===== config.mk =====
export PLATFORM = sky130hd
export DESIGN_NAME = uart_rx
export DESIGN_NICKNAME = d
export VERILOG_FILES = /design/src/rtl/uart_rx.sv
export SDC_FILE = /design/constraint.sdc
export NUM_CORES = 1
export LEC_CHECK = 0
export CORE_UTILIZATION = 45
export CTS_BUF_LIST = sky130_fd_sc_hd__clkbuf_16
export CTS_CLUSTER_SIZE = 20
export DETAILED_ROUTE_END_ITERATION = 7
export HOLD_SLACK_MARGIN = 0.02
export PLACE_DENSITY_LB_ADDON = 0.3
export SLEW_MARGIN = 10
export SYNTH_ARGS = -nofsm -noshare
export SYNTH_HDL_FRONTEND = slang
export SYNTH_SLANG_ARGS = --single-unit

===== constraint.sdc =====
create_clock -name clk -period 5 [get_ports clk]
set_input_delay 0.75 -clock clk [delete_from_list [all_inputs] [get_ports clk]]
set_output_delay 0.75 -clock clk [all_outputs]
set_load 0.02 [all_outputs]

===== src/rtl/uart_rx.sv =====
// UART receiver: oversampled start/data/stop recovery, byte presented on a valid/ready holding register.
// Latency: m_valid rises SYNC_STAGES + (1+DATA_BITS)*CLKS_PER_BIT + (CLKS_PER_BIT-1)/2 + 1 cycles after the start edge.
// Backpressure: one-entry holding register; a byte completing while it is full and not drained is dropped (overrun pulse).
//
// Ports:
//   clk        system clock
//   rst        synchronous, active-high reset
//   rx         serial line, idles high
//   m_data     received byte (stable while m_valid && !m_ready)
//   m_valid    m_data holds an unconsumed byte
//   m_ready    consumer accepts m_data when m_valid && m_ready at posedge clk
//   frame_err  one-cycle pulse: stop bit sampled low
//   overrun    one-cycle pulse: byte completed while holding register full and not drained
//   busy       receiver is inside a frame or waiting out a break
module uart_rx #(
  parameter int CLKS_PER_BIT = 16,
  parameter int DATA_BITS    = 8,
  parameter int MSB_FIRST    = 1,
  parameter int SYNC_STAGES  = 2
) (
  input  logic                 clk,
  input  logic                 rst,
  input  logic                 rx,
  output logic [DATA_BITS-1:0] m_data,
  output logic                 m_valid,
  input  logic                 m_ready,
  output logic                 frame_err,
  output logic                 overrun,
  output logic                 busy
);

  localparam int HALF = (CLKS_PER_BIT - 1) / 2;
  localparam int CW   = (CLKS_PER_BIT > 1) ? $clog2(CLKS_PER_BIT) : 1;
  localparam int BW   = (DATA_BITS > 1) ? $clog2(DATA_BITS) : 1;

  localparam logic [CW-1:0] C_HALF = CW'(HALF);
  localparam logic [CW-1:0] C_LAST = CW'(CLKS_PER_BIT - 1);
  localparam logic [BW-1:0] B_LAST = BW'(DATA_BITS - 1);

  localparam logic [2:0] S_IDLE  = 3'd0;
  localparam logic [2:0] S_START = 3'd1;
  localparam logic [2:0] S_DATA  = 3'd2;
  localparam logic [2:0] S_STOP  = 3'd3;
  localparam logic [2:0] S_BREAK = 3'd4;

  logic                 w_rx_s;
  logic [BW-1:0]        w_idx;

  logic [2:0]           r_state;
  logic [CW-1:0]        r_cnt;
  logic [BW-1:0]        r_bit;
  logic [DATA_BITS-1:0] r_shift;
  logic [DATA_BITS-1:0] r_data;
  logic                 r_valid;
  logic                 r_frame_err;
  logic                 r_overrun;

  // Input synchronizer; flops reset high so reset never looks like a start bit.
  generate
    if (SYNC_STAGES == 0) begin : g_nosync
      assign w_rx_s = rx;
    end else begin : g_sync
      logic [SYNC_STAGES-1:0] r_sync;
      always_ff @(posedge clk) begin
        if (rst) begin
          r_sync <= '1;
        end else begin
          r_sync <= (r_sync << 1) | SYNC_STAGES'(rx);
        end
      end
      assign w_rx_s = r_sync[SYNC_STAGES-1];
    end
  endgenerate

  // Storage position of the current data bit.
  assign w_idx = (MSB_FIRST != 0) ? (B_LAST - r_bit) : r_bit;

  always_ff @(posedge clk) begin
    if (rst) begin
      r_state     <= S_IDLE;
      r_cnt       <= '0;
      r_bit       <= '0;
      r_shift     <= '0;
      r_data      <= '0;
      r_valid     <= 1'b0;
      r_frame_err <= 1'b0;
      r_overrun   <= 1'b0;
    end else begin
      r_frame_err <= 1'b0;
      r_overrun   <= 1'b0;

      // Drain; a delivery in the same cycle overrides this below.
      if (r_valid && m_ready) begin
        r_valid <= 1'b0;
      end

      case (r_state)
        S_IDLE: begin
          if (!w_rx_s) begin
            // This cycle is count 0 of the start bit.
            r_bit <= '0;
            if (CLKS_PER_BIT == 1) begin
              // Detection sample doubles as the start validation sample.
              r_state <= S_DATA;
              r_cnt   <= '0;
            end else begin
              r_state <= S_START;
              r_cnt   <= CW'(1);
            end
          end
        end

        S_START: begin
          // When HALF is 0 the detection cycle already validated the start.
          if (r_cnt == C_HALF && w_rx_s) begin
            r_state <= S_IDLE;
            r_cnt   <= '0;
          end else if (r_cnt == C_LAST) begin
            r_state <= S_DATA;
            r_cnt   <= '0;
          end else begin
            r_cnt <= r_cnt + CW'(1);
          end
        end

        S_DATA: begin
          if (r_cnt == C_HALF) begin
            r_shift[w_idx] <= w_rx_s;
          end
          if (r_cnt == C_LAST) begin
            r_cnt <= '0;
            if (r_bit == B_LAST) begin
              r_state <= S_STOP;
            end else begin
              r_bit <= r_bit + BW'(1);
            end
          end else begin
            r_cnt <= r_cnt + CW'(1);
          end
        end

        S_STOP: begin
          // Act at mid-stop and leave immediately, so a back-to-back start
          // edge is seen from IDLE.
          if (r_cnt == C_HALF) begin
            r_cnt <= '0;
            if (w_rx_s) begin
              r_state <= S_IDLE;
              if (!r_valid || m_ready) begin
                r_data  <= r_shift;
                r_valid <= 1'b1;
              end else begin
                r_overrun <= 1'b1;
              end
            end else begin
              r_frame_err <= 1'b1;
              r_state     <= S_BREAK;
            end
          end else begin
            r_cnt <= r_cnt + CW'(1);
          end
        end

        S_BREAK: begin
          // Hold off until the line returns high: one frame_err per break.
          if (w_rx_s) begin
            r_state <= S_IDLE;
          end
        end

        default: begin
          r_state <= S_IDLE;
          r_cnt   <= '0;
        end
      endcase
    end
  end

  assign m_data    = r_data;
  assign m_valid   = r_valid;
  assign frame_err = r_frame_err;
  assign overrun   = r_overrun;
  assign busy      = (r_state != S_IDLE);

endmodule


## Word-level counts from Yosys, hierarchy flattened

Index checks and enable logic that the tools add are counted.

| word-level totals | value |
|---|---|
| output and inout port bits | 12 |
| logic and storage cells | 76 |
| register bits after elaboration | 31 |
| input bits | 4 |

| cells by class | value |
|---|---|
| add/sub/neg operators | 3 |
| equality and inequality tests | 14 |
| reductions and logical operators | 15 |
| bitwise operators | 5 |
| order comparisons | 2 |
| muxes and demuxes | 28 |

Operator list:

| operator | number |
|---|---|
| 2-to-1 mux 3 bit | 11 |
| case mux 4 bit (5 select lines) | 1 |
| 2-to-1 mux 4 bit | 4 |
| case mux 3 bit (5 select lines) | 1 |
| != test 2 bit (second input constant) | 6 |
| bitwise mux 8 bit | 1 |
| 2-to-1 mux 1 bit | 8 |
| AND reduction 4 bit | 2 |
| == test 3 x 2 -> 1 bit (second input constant) | 2 |
| == test 3 bit (second input constant) | 2 |
| case mux 3 bit (2 select lines) | 1 |
| AND reduction 6 bit | 1 |
| adder 4 x 1 -> 4 bit (second input constant) | 1 |
| == test 4 x 3 -> 1 bit (second input constant) | 1 |
| == test 4 bit (second input constant) | 1 |
| less-than comparator 3 x 4 -> 1 bit (second input constant) | 1 |
| inverter 1 bit | 4 |
| AND reduction 2 bit | 2 |
| OR reduction 4 bit | 1 |
| adder 3 x 1 -> 3 bit (second input constant) | 1 |
| demux 1 bit (select 3 bit) | 1 |
| == test 3 x 1 -> 1 bit (second input constant) | 1 |
| >= comparator 3 x 1 -> 1 bit (second input constant) | 1 |
| logical AND 1 bit | 3 |
| other kinds (9) | 9 |

## Depth between registers and ports, before layout

Gate-level depths: netlist of the first run.

| logic depth | value |
|---|---|
| depth after elaboration | 6 |
| gate-level depth with buffers | 7 |
| gate-level depth less buffers | 6 |

## Least setup slack after synthesis of the first run

OpenSTA, ideal clock, no wires.

| timing | value |
|---|---|
| path type | reg-to-output |
| start point | reg r_state[2] |
| end point | out busy |
| data arrival time | 995 ps |
| slack | 3,255 ps |
| stages on the path, launching flop included | 3 |
| path buffers | 1 |
| data required time | 4,250 ps |
| cells stage by stage | dfxtp_1 clkbuf_1 or3_1 |

| on the way | value |
|---|---|
| word-level cells in the longest chain between the ends | 1 |

RTL lines:

| what | RTL line | RTL |
|---|---|---|
| start, declared | 49 | `logic [2:0] r_state;` |
| start signal, assigned | 80 | `r_state <= S_IDLE;` |
| start signal, assigned | 104 | `r_state <= S_DATA;` |
| start signal, assigned | 107 | `r_state <= S_START;` |
| nonzero test 3 bit | 183 | `assign busy = (r_state != S_IDLE);` |
| end, declared | 29 | `output logic busy` |

No other way between the ends.

## Final worst setup path of the first run

| timing | value |
|---|---|
| start point | in m_ready |
| end point | reg r_data[5], in the netlist m_data[5] |

| on the way | value |
|---|---|
| word-level cells in the longest chain between the ends | 2 |

RTL lines:

| what | RTL line | RTL |
|---|---|---|
| start, declared | 26 | `input logic m_ready,` |
| logical OR 1 bit | 149 | `if (!r_valid \|\| m_ready) begin` |
| AND reduction 4 bit (no line) | - |  |
| end signal, assigned | 150 | `r_data <= r_shift;` |
| end, declared | 53 | `logic [DATA_BITS-1:0] r_data;` |

No other way between the ends.
A chain may end at the register's enable or synchronous reset.

==> flow_metrics.env, run 1 <==
export IMPL_p_sw_frac=0.208
export IMPL_synth_fa_ha_area_frac=0.0263
export IMPL_placed_cell_area_um2=1590
export IMPL_synth_cell_types=37
export IMPL_setup_violations=0
export IMPL_final_common_cell="dfxtp_1"
export IMPL_power_density_nw_per_um2=320
export IMPL_path_clk_slew_ns=0.05
export IMPL_clkSinkCount=31
export IMPL_ctsHoldBuffers=0
export IMPL_synth_area_um2=1430
export IMPL_rows=20
export IMPL_min_period_over_period=0.498
export IMPL_die_h_um=58.4
export IMPL_vias=1126
export IMPL_cts_tree="yes"
export IMPL_clk_latency_ns=0.27
export IMPL_power_frac_comb=0.037
export IMPL_leakagePower_nw=0.575
export IMPL_synth_area_per_cell_um2=9.34
export IMPL_ctsRootBufferMaster="clkbuf_16"
export IMPL_ant_nets=0
export IMPL_muxShareOfSynthArea=0.119
export IMPL_ys_ff_latch=31
export IMPL_first_global_vias=1059
export IMPL_drv_slew=0
export IMPL_final_hold_violation_count=0
export IMPL_synth_edf_count=0
export IMPL_vdd_ir_drop_worst_uv=239
export IMPL_drive_gt1_frac=0.0788
export IMPL_drt_iter0_drc=38
export IMPL_relSlewSlack=0.220
export IMPL_start_util=0.472
export IMPL_antennaDiodeCount=0
export IMPL_fin_area_um2=1720
export IMPL_instances_no_fill=209
export IMPL_antenna_found_initial=0
export IMPL_routed_wirelength_mm=2.74
export IMPL_htree_num_levels=2
export IMPL_cts_buffers=5
export IMPL_rr_worst_depth=5
export IMPL_drv_cap=0
export IMPL_worstMarginPinSlew_ns=1.17
export IMPL_grt_setup_unrepaired="false"
export IMPL_io_buffers=15
export IMPL_period_minus_slack_ns=2.49
export IMPL_avgViaCountPerCell=5.39
export IMPL_syn_instance_count=153
export IMPL_timing_fmax_mhz=401
export IMPL_grt_overflow=0
export IMPL_yosys_area_share_simple=0.271
export IMPL_place_ws_ns=2.23
export IMPL_ys_warn_count=0
export IMPL_whs_path_depth=1
export IMPL_ys_flop_type="dfxtp_1"
export IMPL_setup_worst_path_end_class="register"
export IMPL_synthTopCellsByArea="dfxtp_1 (43%), mux2i_1 (12%), nor2_1 (6.3%), a21oi_1 (3.2%), nor4_4 (3.0%)"
export IMPL_hold_worst_slack_ns=0.398
export IMPL_final_setup_worst_slack_ns=2.51
export IMPL_failed_checks="design-rule violations"
export IMPL_grtUsageTotal=0.185
export IMPL_cts_resized=0
export IMPL_pwr_share_clk=0.502
export IMPL_power_switching_uw=115
export IMPL_synth_top_family_by_area="simple AND/OR/NAND/NOR gates"
export IMPL_area_delta_synth_final_pct=20.6
export IMPL_cts_buffer_depth=2
export IMPL_synth_compound_area_share=0.101
export IMPL_cp_start_kind="input port"
export IMPL_pin_count=16
export IMPL_worstPathRequired_ns=5.11
export IMPL_finalClockSkew_ns=0.00567
export IMPL_dieWidth_um=58.4
export IMPL_finalNetCount=171
export IMPL_critPathMaxFanout=8
export IMPL_cts_setup_buffers=0
export IMPL_grt_max_degree=32
export IMPL_first_pass_iters=6
export IMPL_pwr_share_seq=0.462
export IMPL_p_total_uw=552
export IMPL_dp_cells=201
export IMPL_final_cell_mix="dfxtp_1 (31), nor2_1 (24), mux2i_1 (17)"
export IMPL_yosysSeqAreaShare=0.434
export IMPL_die_area_um2=3400
export IMPL_async_reset_ff_frac=0
export IMPL_criticalPathCategory="input port to register"
export IMPL_routedWlPerCell_um=13.1
export IMPL_cp_arrival_ns=2.61
export IMPL_internal_power_uw=437
export IMPL_placeableCoreArea_um2=3030
export IMPL_setup_tns_ns=0
export IMPL_synth_top_cell_by_area="dfxtp_1"
export IMPL_status="finished, violations left"
export IMPL_grt_pass1_wl_mm=4.73
export IMPL_post_route_drc_count=1
export IMPL_synth_fp_nets=160
export IMPL_yosysTopAreaCellShare=0.434
export IMPL_hpwl_mm=1.80
export IMPL_min_delay_path_class="register to register"
export IMPL_place_congestion=0.719
export IMPL_post_route_util=0.569
export IMPL_synth_xor_xnor_area_share=0.00613
## cells in the mapped netlist, types with 2 or more instances
library cell / count
a21oi_1: 9
and3_1: 2
buf_2: 4
buf_4: 2
clkbuf_1: 5
dfxtp_1: 31
ha_1: 3
inv_1: 2
mux2i_1: 17
nand2_1: 6
nand3_1: 2
nand4_1: 3
nand4b_1: 3
nor2_1: 24
nor3_1: 8
nor3_2: 2
nor4_1: 2
nor4_4: 2
o21ai_1: 4
or2_1: 4
or3_1: 2
## final cells by class
cell class / instances / area, µm²
fill: 262 / 1310
multi-input combinational: 109 / 753
sequential: 31 / 621
timing repair buffer: 15 / 150
clock buffer: 5 / 125
tap: 44 / 55.1
clock inverter: 3 / 11.3
inverter: 2 / 7.51
## per-layer routing
layer  routed length, µm  share of wire  track usage
met5                   0              0            0
met4                  48          0.018       0.0816
met3                  96          0.035       0.0549
met2                1280           0.47        0.299
met1                1310           0.48        0.231
## power by group through the flow
stage,clock (mW),sequential [mW],combinational (mW)
final,0.277,0.255,0.0202
after global routing,0.295,0.255,0.0225
after CTS,0.283,0.255,0.0201
after detailed placement,0,0.260,0.0199
after global placement,0,0.260,0.0193
after floorplan,0,0.256,0.0171
## sequential cells by signal, summed over array words and instances (netlist names)
signal,count
r_bit,3
overrun,1
m_valid,1
m_data,8
r_shift,8
frame_err,1
r_cnt,4
r_state,3
g_sync.r_sync,2
## path summary, 6_finish.rpt
| check | end | startpoint | slack [ns] |
|---|---|---|---|
| worst min register to register | g_sync.r_sync[1] | g_sync.r_sync[0] | 0.40 |
| worst min-delay path | g_sync.r_sync[1] | g_sync.r_sync[0] | 0.40 |
| worst max-delay path | m_data[5] | m_ready | 2.51 |
| worst max register to register | m_data[5] | r_cnt[0] | 2.59 |
## cell families after synthesis
logic type | Yosys count
adders and majority gates | 3
muxes | 17
DFF | 31
AOI/OAI and AO/OA | 22
xor gates and xnor gates | 1
buffers and inverters | 13
and+or+nand+nor | 66
## worst max-delay path, stage by stage
cell and delay [ns]:
clkdlybuf4s50_1 0.45, nand2b_1 0.13, nor4b_2 0.94, mux2i_1 0.29, nor2_1 0.06
Power figures use the tool's default switching activity.
==> run 2, diff against run 1 <==
- clock period: 5 -> 2.3 ns (I/O delays scaled with it)
==> run 2 against run 1 <==
Compared with the run above: largest power group unchanged; global-route usage is 0.15 points lower; count of clock-buffer cells in the layout stayed put; sequential power is 120% higher; worst setup slack worse by 2.3 ns; die area stayed put; register-to-register slack worse by 2.1 ns; clock power is 120% higher; the flow now finishes without violations; utilization is 0.87 points higher; combinational power is 130% higher; critical path type is now register to output port; non-clock buffer count is 3 higher; critical path depth is 3 lower.
==> flow_metrics.env, run 2 (synthesis gave the netlist of run 1 again) <==
export IMPL_hpwl_mm=1.95
export IMPL_final_setup_worst_slack_ns=0.236
export IMPL_timing_rr_start="r_state[1]"
export IMPL_timing_fmax_mhz=484
export IMPL_cp_start_kind="register"
export IMPL_htree_num_levels=2
export IMPL_pwr_share_seq=0.457
export IMPL_cts_resized=0
export IMPL_status="completed"
export IMPL_grt_overflow=0
export IMPL_cts_buffers=5
export IMPL_grt_setup_unrepaired="false"
export IMPL_first_global_vias=1059
export IMPL_instances_no_fill=212
export IMPL_post_route_util=0.578
export IMPL_routed_wirelength_mm=2.75
export IMPL_dp_cells=204
export IMPL_clk_latency_ns=0.27
export IMPL_ant_nets=0
export IMPL_hold_path_startpoint="g_sync.r_sync[0]"
export IMPL_vias=1143
export IMPL_cts_tree="yes"
export IMPL_die_area_um2=3400
export IMPL_worstPathRequired_ns=1.96
export IMPL_place_congestion=0.798
export IMPL_grtUsageTotal=0.184
export IMPL_routedWlPerCell_um=13.0
export IMPL_whs_endpoint="g_sync.r_sync[1]"
export IMPL_worstReg2RegEnd="r_shift[1]"
export IMPL_finalNetCount=174
export IMPL_finalClockSkew_ns=0.00163
export IMPL_cts_setup_buffers=0
export IMPL_drt_iter0_drc=28
export IMPL_setup_violations=0
export IMPL_worstMarginPinSlew_ns=0.529
export IMPL_power_density_nw_per_um2=693
export IMPL_io_buffers=15
export IMPL_final_common_cell="dfxtp_1"
export IMPL_placeableCoreArea_um2=3030
export IMPL_seq_area_um2=621
export IMPL_multiInputGateArea_um2=753
export IMPL_area_delta_synth_final_pct=22.4
export IMPL_ctsHoldBuffers=0
export IMPL_min_period_over_period=0.898
export IMPL_critPathMaxFanout=16
export IMPL_min_delay_path_class="register to register"
export IMPL_post_route_drc_count=0
export IMPL_fill_cells=272
export IMPL_final_cell_mix="dfxtp_1 (31), nor2_1 (24), mux2i_1 (17)"
export IMPL_dieWidth_um=58.4
export IMPL_power_frac_comb=0.039
export IMPL_rows=20
export IMPL_avgViaCountPerCell=5.39
export IMPL_start_util=0.472
export IMPL_final_hold_violation_count=0
export IMPL_p_sw_frac=0.212
export IMPL_pin_count=16
export IMPL_antenna_found_initial=0
export IMPL_clkSinkCount=31
export IMPL_worst_r2r_setup_slack_ns=0.51
export IMPL_relSlewSlack=0.647
export IMPL_pwr_share_clk=0.505
export IMPL_setup_worst_path_end_class="output port"
export IMPL_place_ws_ns=0.521
export IMPL_criticalPathCategory="register to output port"
export IMPL_setup_tns_ns=0
export IMPL_grt_max_degree=18
export IMPL_cp_arrival_ns=1.72
export IMPL_leakagePower_nw=0.585
export IMPL_vdd_ir_drop_worst_uv=523
export IMPL_first_pass_iters=4
export IMPL_drv_slew=0
export IMPL_drv_cap=0
export IMPL_ctsRootBufferMaster="clkbuf_16"
export IMPL_whs_path_depth=1
export IMPL_die_h_um=58.4
export IMPL_cts_buffer_depth=2
export IMPL_drive_gt1_frac=0.101
export IMPL_path_clk_slew_ns=0.05
export IMPL_rr_worst_depth=4
export IMPL_grt_pass1_wl_mm=4.69
export IMPL_internal_power_uw=956
export IMPL_antennaDiodeCount=0
export IMPL_period_minus_slack_ns=2.06
export IMPL_power_switching_uw=257
[run 2: layer usage]
| layer | global-route usage | up-vias | wire (µm) | share of wire |
|---|---|---|---|---|
| met2 | 0.286 | 23 | 1300 | 0.47 |
| met5 | 0 | - | 0 | 0 |
| li1 | - | 577 | - | - |
| met3 | 0.0813 | 6 | 121 | 0.044 |
| met1 | 0.222 | 537 | 1270 | 0.46 |
| met4 | 0.0782 | 0 | 47 | 0.017 |
[run 2: stage by stage]
stage               total power [mW]  cell area, µm²  hold WS, ns
floorplan                      0.595            1430        0.383
global placement               0.609            1610        0.390
detailed placement             0.611            1610        0.390
CTS                             1.23            1750        0.402
finish                          1.21            1750        0.400
global route                    1.25            1750        0.416
[run 2: worst max path at each step]
stage | to | cells past startpoint | from
detailed placement | busy | 2 | r_state[2]
finish | busy | 2 | r_state[2]
CTS | busy | 2 | r_state[2]
floorplan | m_data[0] | 7 | r_cnt[0]
global route | busy | 2 | r_state[2]
global placement | m_data[3] | 6 | r_cnt[0]
[run 2: final cells by class]
cell class	instances	share of cell area
multi-input cells	109	0.431
flip-flops and latches	31	0.355
repair buffers	18	0.0987
clock buffers	5	0.0715
well taps	44	0.0315
clock inverters	3	0.00858
inverters	2	0.00429
[run 2: power groups by stage]
stage          Clock (mW)  Combinational [mW]  Sequential [mW]
6_report            0.612              0.0469            0.554
5_1_grt             0.648              0.0516            0.555
4_1_cts             0.627              0.0471            0.554
3_5_place_dp            0              0.0467            0.565
3_3_place_gp            0              0.0452            0.564
2_1_floorplan           0              0.0372            0.558
[run 2: critical path: stages (launching register included)]
cell,delay (ns)
dfxtp_1,0.47
or3_1,0.43
clkdlybuf4s50_1,0.54
